### config.mk
export PLATFORM = sky130hd
export DESIGN_NAME = dcache_controller
export DESIGN_NICKNAME = d
export VERILOG_FILES = /design/src/rtl/dcache_controller.sv
export SDC_FILE = /design/constraint.sdc
export NUM_CORES = 1
export LEC_CHECK = 0
export BUFFER_PORTS_ARGS = -buffer_cell sky130_fd_sc_hd__buf_2
export CAP_MARGIN = 25
export CORE_ASPECT_RATIO = 0.9
export CORE_MARGIN = 2
export CORE_UTILIZATION = 45
export CTS_BUF_LIST = sky130_fd_sc_hd__clkbuf_8 sky130_fd_sc_hd__clkbuf_16
export CTS_CLUSTER_SIZE = 20
export DETAILED_ROUTE_END_ITERATION = 6
export MAX_ROUTING_LAYER = met4
export SETUP_SLACK_MARGIN = 0.2
export SLEW_MARGIN = 20
export SYNTH_ARGS = -nofsm -noshare
export SYNTH_HDL_FRONTEND = slang
export SYNTH_SLANG_ARGS = --single-unit
### constraint.sdc
create_clock -name clock -period 3.81 [get_ports clock]
set_input_delay 0.381 -clock clock [delete_from_list [all_inputs] [get_ports clock]]
set_output_delay 0.381 -clock clock [all_outputs]
set_load 0.1 [all_outputs]
### src/rtl/dcache_controller.sv
// dcache_controller
//   Direct-mapped, write-back, write-allocate data cache between the CPU byte
//   load/store path and a 32-bit-block data memory. Hits are served with a
//   one-cycle stall and no memory traffic; misses stall the CPU through
//   busywait while a dirty victim is written back and the block is fetched.
//
// Ports
//   clock, reset          system clock, asynchronous active-high reset
//   read, write           CPU request (held until busywait low; both = write)
//   address, writedata    CPU byte address {tag, index, offset} and store data
//   readdata, busywait    CPU load data and stall
//   mem_read, mem_write   block fetch / write-back request (never both high)
//   mem_address           block address {tag, index}
//   mem_writedata         victim block, byte 0 in [7:0]
//   mem_readdata          fetched block
//   mem_busywait          memory busy; a request completes when it drops
//   hit_count, miss_count saturating request counters (DCACHE_STATS_EN only)
//
// Optional feature macro: DCACHE_STATS_EN

module dcache_controller #(
    parameter int unsigned INDEX_BITS  = 3,
    parameter int unsigned BLOCK_BYTES = 4
) (
    input  logic        clock,
    input  logic        reset,
    input  logic        read,
    input  logic        write,
    input  logic [7:0]  address,
    input  logic [7:0]  writedata,
    output logic [7:0]  readdata,
    output logic        busywait,
    output logic        mem_read,
    output logic        mem_write,
    output logic [5:0]  mem_address,
    output logic [31:0] mem_writedata,
    input  logic [31:0] mem_readdata,
    input  logic        mem_busywait
`ifdef DCACHE_STATS_EN
    ,
    output logic [15:0] hit_count,
    output logic [15:0] miss_count
`endif
);

    localparam int unsigned OFFSET_BITS = $clog2(BLOCK_BYTES);
    localparam int unsigned TAG_BITS    = 6 - INDEX_BITS;
    localparam int unsigned NUM_BLOCKS  = 1 << INDEX_BITS;

    typedef enum logic [1:0] {StIdle, StWriteBack, StFetch, StUpdate} state_t;

    state_t r_state, w_next_state;

    logic [31:0]         r_data  [NUM_BLOCKS];
    logic [TAG_BITS-1:0] r_tag   [NUM_BLOCKS];
    logic [NUM_BLOCKS-1:0] r_valid, r_dirty;

    logic r_mem_seen;   // memory has raised busywait during this dwell
    logic r_hit_done;   // hit serviced last cycle; busywait held low for one cycle

    logic [INDEX_BITS-1:0]  w_index;
    logic [TAG_BITS-1:0]    w_tag;
    logic [OFFSET_BITS-1:0] w_offset;
    logic                   w_req, w_hit, w_hit_service, w_miss_start;

    assign w_index  = address[OFFSET_BITS +: INDEX_BITS];
    assign w_tag    = address[7 -: TAG_BITS];
    assign w_offset = address[OFFSET_BITS-1:0];
    assign w_req    = read | write;
    assign w_hit    = r_valid[w_index] && (r_tag[w_index] == w_tag);

    assign w_hit_service = (r_state == StIdle) && w_req && w_hit && !r_hit_done;
    assign w_miss_start  = (r_state == StIdle) && w_req && !w_hit;

    // busywait/readdata are combinational on the CPU request, so they are
    // forced low while reset is asserted even if the CPU still holds a request.
    assign busywait = !reset && ((r_state != StIdle) || (w_req && !r_hit_done));
    assign readdata = (!reset && read && !write && w_hit)
                      ? r_data[w_index][{w_offset, 3'b000} +: 8] : 8'h00;

    always_comb begin
        w_next_state  = r_state;
        mem_read      = 1'b0;
        mem_write     = 1'b0;
        mem_address   = 6'h00;
        mem_writedata = 32'h0;
        unique case (r_state)
            StIdle: begin
                if (w_miss_start) begin
                    w_next_state = (r_valid[w_index] && r_dirty[w_index])
                                   ? StWriteBack : StFetch;
                end
            end
            StWriteBack: begin
                mem_write     = 1'b1;
                mem_address   = {r_tag[w_index], w_index};
                mem_writedata = r_data[w_index];
                if (r_mem_seen && !mem_busywait) w_next_state = StFetch;
            end
            StFetch: begin
                mem_read    = 1'b1;
                mem_address = {w_tag, w_index};
                if (r_mem_seen && !mem_busywait) w_next_state = StUpdate;
            end
            StUpdate: begin
                w_next_state = StIdle;
            end
            default: begin
                w_next_state = StIdle;
            end
        endcase
    end

    always_ff @(posedge clock or posedge reset) begin
        if (reset) begin
            r_state    <= StIdle;
            r_mem_seen <= 1'b0;
            r_hit_done <= 1'b0;
        end else begin
            r_state    <= w_next_state;
            r_hit_done <= w_hit_service;
            if (w_next_state != r_state) begin
                r_mem_seen <= 1'b0;
            end else if (mem_busywait && (r_state == StWriteBack || r_state == StFetch)) begin
                r_mem_seen <= 1'b1;
            end
        end
    end

    always_ff @(posedge clock or posedge reset) begin
        if (reset) begin
            r_valid <= '0;
            r_dirty <= '0;
        end else if (r_state == StUpdate) begin
            r_valid[w_index] <= 1'b1;
            r_dirty[w_index] <= 1'b0;
        end else if (w_hit_service && write) begin
            r_dirty[w_index] <= 1'b1;
        end
    end

    // Block data and tags need no reset; valid qualifies them.
    always_ff @(posedge clock) begin
        if (r_state == StUpdate) begin
            r_data[w_index] <= mem_readdata;
            r_tag[w_index]  <= w_tag;
        end else if (w_hit_service && write) begin
            r_data[w_index][{w_offset, 3'b000} +: 8] <= writedata;
        end
    end

`ifdef DCACHE_STATS_EN
    logic r_missed;   // current request already counted as a miss

    always_ff @(posedge clock or posedge reset) begin
        if (reset) begin
            r_missed   <= 1'b0;
            hit_count  <= 16'h0;
            miss_count <= 16'h0;
        end else begin
            if (w_miss_start) begin
                r_missed <= 1'b1;
                if (miss_count != 16'hFFFF) miss_count <= miss_count + 16'h1;
            end else if (w_hit_service) begin
                r_missed <= 1'b0;
                if (!r_missed && hit_count != 16'hFFFF) hit_count <= hit_count + 16'h1;
            end
        end
    end
`endif

endmodule
# Word-level counts from Yosys, hierarchy flattened
# Memories as Yosys holds them, arrays and structs flattened.
# Index checks and enable logic that the tools add are counted.
# W data, S select, Z words.
totals:
  register_bits: 20
  output_inout_bits: 49
  mem_bits_rw: 280
  memories: 2
memory_table:
  columns: ["memory", "words", "width", "rd", "rd_ports_with_merged_regs", "write_ports", "line_no", "text"]
  rows:
  - ["r_data", 8, 32, 1, 0, 1, "54", "logic [31:0] r_data [NUM_BLOCKS];"]
  - ["r_tag", 8, 3, 1, 0, 1, "55", "logic [TAG_BITS-1:0] r_tag [NUM_BLOCKS];"]
op_classes:
  n_reduce_logical: 26
  n_mux: 57
  shift: 3
  bitwise: 37
  order_cmp: 2
  add_sub_neg: 1
  eq_ne: 5
ops:
  columns: ["cell", "count"]
  rows:
  - ["$mux W32", 2]
  - ["$mux W1", 43]
  - ["$or A1 B1 Y1", 33]
  - ["$shift A8 B7 Y32 const A", 1]
  - ["$shiftx A32 B6 Y8", 1]
  - ["$shiftx A8 B7 Y32", 1]
  - ["$mux W8", 3]
  - ["$or A8 B8 Y8", 2]
  - ["$logic_and A1 B1 Y1", 15]
  - ["$pmux W6 S2", 1]
  - ["$and A8 B8 Y8", 1]
  - ["$mux W2", 4]
  - ["$not A8 Y8", 1]
  - ["$pmux W2 S4", 1]
  - ["$neg A5 Y7", 1]
  - ["$bmux W1 S3", 2]
  - ["$reduce_bool A2 Y1", 3]
  - ["$logic_not A1 Y1", 5]
  - ["$eq A2 B2 Y1 const B", 2]
  - ["$lt A3 B4 Y1 const B", 1]
  - ["$demux W1 S3", 1]
  - ["$eq A3 B3 Y1", 1]
  - ["$ge A3 B1 Y1 const B", 1]
  - ["$eq A2 B1 Y1 const B", 1]
  - ["3 further kinds", 4]

# Longest topological paths before layout
# Gate-level depths: netlist of the first run.
depth:
  word_depth: 10
  depth_mapped: 12
  depth_no_buf: 8

# Worst setup path before layout of the first run
# Ideal clock, no wire load.
synth_timing:
  kind: "register -> output"
  start: "register r_state[1]"
  end: "output port mem_address[4]"
  arrival_time_ns: 3.787
  path_stages_with_launch: 5
  required_time_ns: 3.429
  setup_slack_ns: -0.358
  cell_sequence: "dfrtp_1 > inv_1 > ha_1 > o21ai_0 > a21boi_0"
synth_between:
  elab_chain_cells: 2
  elab_cells_between_ends: 3
  classes_between: "eq/ne (2); mux (1)"
synth_lines:
  columns: ["element", "line_no", "text"]
  rows:
  - ["start, declared", "52", "state_t r_state, w_next_state;"]
  - ["start signal, assigned", "116", "r_state <= StIdle;"]
  - ["start signal, assigned", "120", "r_state <= w_next_state;"]
  - ["$eq A2 B2 Y1 or $eq A2 B1 Y1 (tied branches)", "87", "unique case (r_state)"]
  - ["$pmux W6 S2 (*)", "87", null]
  - ["end, declared", "35", "output logic [5:0] mem_address,"]
# Every way passes the cells marked *; elsewhere a longest branch is shown, timed or not.

# Worst setup path after layout of the first run
layout_timing:
  start: "input port address[2]"
  end: "output port readdata[2]"
layout_between:
  elab_chain_cells: 5
  elab_cells_between_ends: 9
  classes_between: "eq/ne (1); shift (1); mux (3); reduce/logical (2); memory (2)"
layout_lines:
  columns: ["element", "line_no", "text"]
  rows:
  - ["start, declared", "29", "input logic [7:0] address,"]
  - ["parallel branches: the longest is 4 deep, another holds $mem_v2 Z8 W32", null, null]
  - ["$mux W8 (*)", "79", "? r_data[w_index][{w_offset, 3'b000} +: 8] : 8'h00;"]
  - ["end, declared", "31", "output logic [7:0] readdata,"]
# Mark *: on every way between the ends. The select of a mux whose other input is x is not followed.

==> results of run 1 <==
[sequential cells by signal (all words and copies together) (netlist names), named ones only]
signal	flops
r_mem_seen	1
r_data	256
r_valid	8
r_state	2
r_hit_done	1
r_tag	24
[power by group through the flow]
stage	sequential, mW	combinational [mW]	clock [mW]
6_report	3.88	1.48	3.07
5_1_grt	3.90	1.58	3.22
4_1_cts	3.88	1.49	3.09
3_5_place_dp	3.95	1.48	0
3_3_place_gp	3.94	1.47	0
2_1_floorplan	3.92	1.02	0
[worst max path at each step]
stage,from,end,depth (start not counted)
5_1_grt,address[2],readdata[2],10
3_3_place_gp,address[2],r_data[4][29],9
4_1_cts,address[2],readdata[2],10
2_1_floorplan,address[2],readdata[7],10
6_report,address[2],readdata[2],10
3_5_place_dp,address[2],r_data[0][31],10
[cell usage after synthesis, types with 2 or more instances]
| library cell | count |
|---|---|
| clkbuf_1 | 23 |
| a21boi_0 | 2 |
| a22o_1 | 15 |
| nand4_2 | 4 |
| nor2b_1 | 2 |
| a41o_1 | 2 |
| nand4_1 | 2 |
| inv_1 | 47 |
| nor3b_1 | 5 |
| nand3_1 | 7 |
| ha_1 | 9 |
| a21oi_1 | 9 |
| mux4_2 | 8 |
| nor3_1 | 6 |
| a211o_1 | 2 |
| or3_1 | 2 |
| mux2i_1 | 48 |
| and3_1 | 18 |
| a22oi_1 | 84 |
| a21o_1 | 2 |
| dfrtp_1 | 20 |
| nor2_2 | 2 |
| o22ai_1 | 12 |
| edfxtp_1 | 280 |
| or2_2 | 9 |
| nand2b_1 | 9 |
| xnor2_1 | 3 |
| nand2_1 | 50 |
| o21ai_1 | 2 |
| a41oi_1 | 2 |
| nor2_1 | 58 |
| and2_1 | 29 |
| o21ai_0 | 5 |
| buf_6 | 3 |
| o31ai_1 | 2 |
| buf_2 | 16 |
| a222oi_1 | 4 |
| nand3b_1 | 2 |
| and4_1 | 9 |
| a221oi_1 | 22 |
[stage by stage]
| step | cell area (um2) | hold slack, ns | instances |
|---|---|---|---|
| after CTS | 15400 | 0.129 | 1368 |
| final | 15400 | 0.145 | 1368 |
| after detailed placement | 14400 | 0.453 | 1311 |
| after floorplan | 12600 | 0.345 | 851 |
| after global routing | 15400 | 0.161 | 1368 |
| after global placement | 14400 | 0.448 | 1311 |
[worst max-delay path: stages]
cell and delay [ns]:
clkbuf_4 0.29, buf_4 0.26, and2_1 0.16, buf_12 0.19
a222oi_1 0.38, nand2_1 0.10, a221oi_1 0.62, mux4_2 0.37
nor2_1 0.06, buf_12 0.17
[what timing repair did]
action,in CTS,in global routing
resized for setup,0,1
endpoints found under the hold margin,3,0
buffers inserted,0,0
hold buffers,1,0
setup endpoints to repair,0,1
[layout make-up]
class | count | area share (%)
Timing Repair Buffer | 145 | 9.83
Clock buffer | 34 | 5.29
Inverter | 48 | 1.17
Clock inverter | 22 | 1.51
Tap cell | 360 | 2.92
Sequential cell | 300 | 57.7
Multi-Input combinational cell | 459 | 21.6
[per-layer routing]
metal  share of wire [%]  vias to the layer above
li1                    -                     3570
met1                  43                     4066
met2                  47                      381
met3                 7.5                       50
met4                 1.9                        0
met5                   0                        -
[cell families (layout without fill, tap and decap cells)]
family                   Yosys count  after routing  synth area share, %
flip-flops                       300            300                 70.9
AND/OR/NAND/NOR                  219            219                 9.22
AO/OA/AOI/OAI                    172            172                 10.4
buffers and inverters             92            249                 3.11
multiplexers                      56             56                 5.25
adder cells (fa/ha/maj)            9              9                0.896
XOR/XNOR                           3              3                0.209
[cells in the final DEF, fill, tap and decap left out, types with 12 or more instances in the layout]
| cell | synthesis | layout |
|---|---|---|
| edfxtp_1 | 280 | 280 |
| a22o_1 | 15 | 15 |
| o22ai_1 | 12 | 12 |
| buf_12 | 0 | 46 |
| buf_2 | 16 | 60 |
| buf_4 | 1 | 37 |
| and3_1 | 18 | 18 |
| nand2_1 | 50 | 50 |
| a221oi_1 | 22 | 22 |
| a22oi_1 | 84 | 84 |
| dfrtp_1 | 20 | 20 |
| clkbuf_16 | 0 | 31 |
| nor2_1 | 58 | 50 |
| and2_1 | 29 | 29 |
| inv_1 | 47 | 51 |
| mux2i_1 | 48 | 48 |
==> impl_metrics.tcl, run 1 <==
set metrics [dict create \
    status "complete, no violations" \
    min_delay_worst_endpoint "r_mem_seen" \
    first_global_vias 7764 \
    min_period_ns 3.39 \
    worstSetupPathType "input port to primary output" \
    rr_endpoint "r_data[0][24]" \
    io_pins 102 \
    pre_cts_ws_ns 0.263 \
    power.net_switching_mw 2.36 \
    worstRegToRegCells 7 \
    synth_seq_area_share_pct 70.9 \
    count_of_antenna_violating_nets_left_after_detailed_routing 0 \
    groute.layer.met1.usage_pct 34.6 \
    starting_density_of_the_core_pct 45.4 \
    netlist_area_mm2 0.0126 \
    floorplan.core_area_mm2 0.0277 \
    post_route_cells_drive_above_1_share_pct 23.1 \
    antenna_cells 0 \
    detail_route.drc_violations 0 \
    max_freq_ghz 0.295 \
    tns_ns 0 \
    post-route-util_pct 55.7 \
    route.final.wire_length_um 34600 \
    setup_viol_count_final 0 \
    syn_avg_cell_area_um2 14.8 \
    setup_slack_ns 0.420 \
    clkSinkCount 300 \
    clock_path_buffers 3 \
    timing.slew.headroom_pct 33.2 \
    final_hold_viol_count 0 \
    hold_path_class "input port to register" \
    comb_power_share_pct 17.6 \
    power.switching_fraction_pct 28.1 \
    vias 8067 \
    synthDominantAreaCellType "edfxtp_1" \
    worstSetupStartpointType "input port" \
    grt.overflow.total 0 \
    grt.total_usage_pct 24.3 \
    synth_edf_count 280 \
    globalRoute.busiestLayer "met2" \
    clk_root_buffer_cell "clkbuf_16" \
    max_slew.worst_pin.slew_ns 0.998 \
    synth.lib_cells_used.distinct 55 \
    route.detailed.wl_per_inst_um 25.3 \
    antenna_found_initial 0 \
    floorplan_die_width_um 180 \
    viasPerCell 5.90 \
    skew_ns 0.0331 \
    htree_levels 1 \
    cp_max_fo 34 \
    syn_to_final_growth_pct 22.7 \
    mappedNetlistNets 913 \
    total_power_mw 8.43 \
    die-height_um 163 \
    maxCapViolCount 0 \
    worstReg2RegStart "r_state[0]" \
    clock_latency_reported_for_the_late_side_of_the_worst_skew_pair_ns 0.57 \
    flop_and_latch_count_out_of_synthesis 300 \
    pwr-share-clk_pct 36.4 \
    layout.filler_cells 2210 \
    initial_drc_count 1003 \
    finish.net_count 1046 \
    detail_route.first_pass.iterations 5 \
    timing.reg2reg.setup_slack_ns 0.75 \
    die-area_mm2 0.0293 \
    grt_start_max_net_pins 36 \
    intPower_mw 6.06 \
    cts_inserted_buffers 30 \
    wire_length_of_the_first_global_routing_pass_um 51700 \
    std_cell_rows 58 \
    multi_input_area_mm2 0.00333 \
    total_leakage_power_nw 5.65 \
    cp_capture_type "primary output" \
    synth_cells 851 \
    hold-path-cell-count 3 \
    grtUsageMet3_pct 3.67 \
    synth.area.top_cells "edfxtp_1, a22oi_1, dfrtp_1" \
    tritoncts "yes" \
    vdd.ir_drop.worst_uv 389 \
    detailedPlacementHpwl_um 23500 \
    synth-warning-count 0 \
    io_buffers 101 \
    cp.arrival_ns 3.01 \
    cts.clk_slew.worst_paths_ns 0.06 \
    crit_required_ns 3.43 \
    synth_async_sr_flop_share_pct 6.67 \
    rsz_0062_raised_after_global_routing "no" \
    synth_top_flop_cell "edfxtp_1" \
    final.period_utilization_pct 89.0 \
    globalRouteMet2Util_pct 37.5 \
    hold_start "mem_busywait" \
    pwr-share-seq_pct 46.0 \
    synth_top_cell_area_share_pct 66.9 \
    finalWeightedCongestion 0.862 \
    maxSlewViolCount 0 \
    layout.area.seq_mm2 0.00891 \
    cellPowerDensity_mw_per_mm2 546 \
]
(Power assumes the default switching activity.)
==> inputs of run 2 (changes only) <==
Settings changed: PLACE_DENSITY set to 0.65.
Clock period 3.81 ns to 2.99 ns, I/O delays scaled along.
==> impl_metrics.tcl, run 2 (synthesized netlist as in run 1, its figures left out) <==
set metrics [dict create \
    starting_density_of_the_core_pct 45.4 \
    htree_levels 1 \
    antenna_cells 0 \
    die-area_mm2 0.0293 \
    cp_capture_type "primary output" \
    route.detailed.wl_per_inst_um 25.4 \
    floorplan_die_width_um 180 \
    detailedPlacementHpwl_um 22800 \
    tns_ns 0 \
    crit_required_ns 2.69 \
    clock_path_buffers 3 \
    clkSinkCount 300 \
    std_cell_rows 58 \
    cellPowerDensity_mw_per_mm2 634 \
    detail_route.drc_violations 0 \
    total_power_mw 10.6 \
    syn_to_final_growth_pct 32.6 \
    mostFrequentLayoutCells "edfxtp_1, a22oi_1, buf_4" \
    wire_length_of_the_first_global_routing_pass_um 53300 \
    cp_max_fo 10 \
    grt.overflow.total 0 \
    post_dp_cell_area_mm2 0.0151 \
    count_of_antenna_violating_nets_left_after_detailed_routing 0 \
    largest_register_ff_count 256 \
    floorplan.core_area_mm2 0.0277 \
    detail_route.first_pass.iterations 7 \
    hold_path_class "input port to register" \
    leading_cell_type_in_the_layout_fill_and_taps_excluded "edfxtp_1" \
    skew_ns 0.00962 \
    timing.slew.headroom_pct 39.3 \
    die-height_um 163 \
    max_slew.worst_pin.slew_ns 0.905 \
    finish.net_count 1107 \
    clk_root_buffer_cell "clkbuf_16" \
    largest-register "r_data" \
    worstSetupPathType "input port to primary output" \
    route.final.wire_length_um 36300 \
    final.period_utilization_pct 94.5 \
    cts_inserted_buffers 30 \
    final_hold_viol_count 0 \
    finalWeightedCongestion 0.884 \
    status "complete, no violations" \
    min_period_ns 2.83 \
    antenna_found_initial 0 \
    tritoncts "yes" \
    worstSetupStartpointType "input port" \
    clock_latency_reported_for_the_late_side_of_the_worst_skew_pair_ns 0.54 \
    max_freq_ghz 0.354 \
    vdd.ir_drop.worst_uv 483 \
    rsz_0062_raised_after_global_routing "yes" \
    total_leakage_power_nw 6.06 \
    grt.total_usage_pct 25.3 \
    setup_viol_count_final 0 \
    vias 8431 \
    cts.clk_slew.worst_paths_ns 0.06 \
    cp.arrival_ns 2.53 \
    reg.largest.list "r_data (256), r_tag (24), r_valid (8)" \
    first_global_vias 7984 \
    layout.cell_area.non_filler_mm2 0.0167 \
    viasPerCell 5.90 \
    io_buffers 101 \
    post_route_cells_drive_above_1_share_pct 34.9 \
    maxCapViolCount 0 \
    io_pins 102 \
    initial_drc_count 1158 \
    maxSlewViolCount 0 \
    grt_start_max_net_pins 36 \
]
## run 2: cell type report
type	instances	area, um2
Sequential cell	300	8910
Clock buffer	31	776
Clock inverter	25	119
Timing Repair Buffer	206	2390
Tap cell	360	450
Fill cell	2062	11100
Inverter	48	180
Multi-Input combinational cell	459	3850
## run 2: timing repair
item | in CTS | in global routing
cloned | 8 | 0
hold endpoints to repair | 20 | 0
hold buffers | 1 | 0
setup endpoints to repair | 12 | 394
pin swaps | 20 | 10
resized for setup | 52 | 35
buffers inserted | 19 | 0
## run 2: path summary, 6_finish.rpt
path	from	to	slack (ns)	cells past startpoint
setup / recovery	address[4]	readdata[1]	0.16	11
hold / removal	mem_busywait	r_mem_seen	0.09	3
setup reg to reg	r_tag[7][1]	r_data[4][13]	0.24	9
hold reg to reg	r_valid[1]	r_valid[1]	0.47	1
max in group asynchronous	reset	r_valid[5]	1.98	3
min in group asynchronous	reset	r_mem_seen	0.50	3
## run 2: critical path, cell delays in order
cell       delay [ns]
clkbuf_4         0.16
or2_4            0.28
buf_4            0.15
nor2_4           0.12
buf_12           0.12
bufbuf_16        0.27
a221oi_1         0.08
and3_1           0.20
mux4_2           0.52
nor2_4           0.14
buf_12           0.18
## run 2: per-layer routing
metal  track usage (%)  share of wire [%]  vias to the layer above
met3              4.70                9.4                       65
met4              7.37                2.9                        0
met1              35.5                 41                     4182
met5                 -                  0                        -
met2              38.0                 47                      467
li1                  -                  -                     3717
## run 2: power by group
group | switching [mW] | leakage (nW) | internal, mW
Clock | 1.52 | 0.465 | 1.87
Combinational | 1.45 | 2.84 | 0.763
Sequential | 0.110 | 2.76 | 4.84
Total | 3.09 | 6.06 | 7.48
## run 2: per-stage QoR
stage,instances,util [%],worst slack (ns),hold WS (ns)
after CTS,1429,59.7,0.174,0.0738
final,1429,60.1,0.165,0.0877
after global placement,1345,54.3,-0.199,0.453
after global routing,1429,60.1,0.0713,0.0985
after floorplan,851,-,0.189,0.263
after detailed placement,1345,54.3,-0.161,0.455
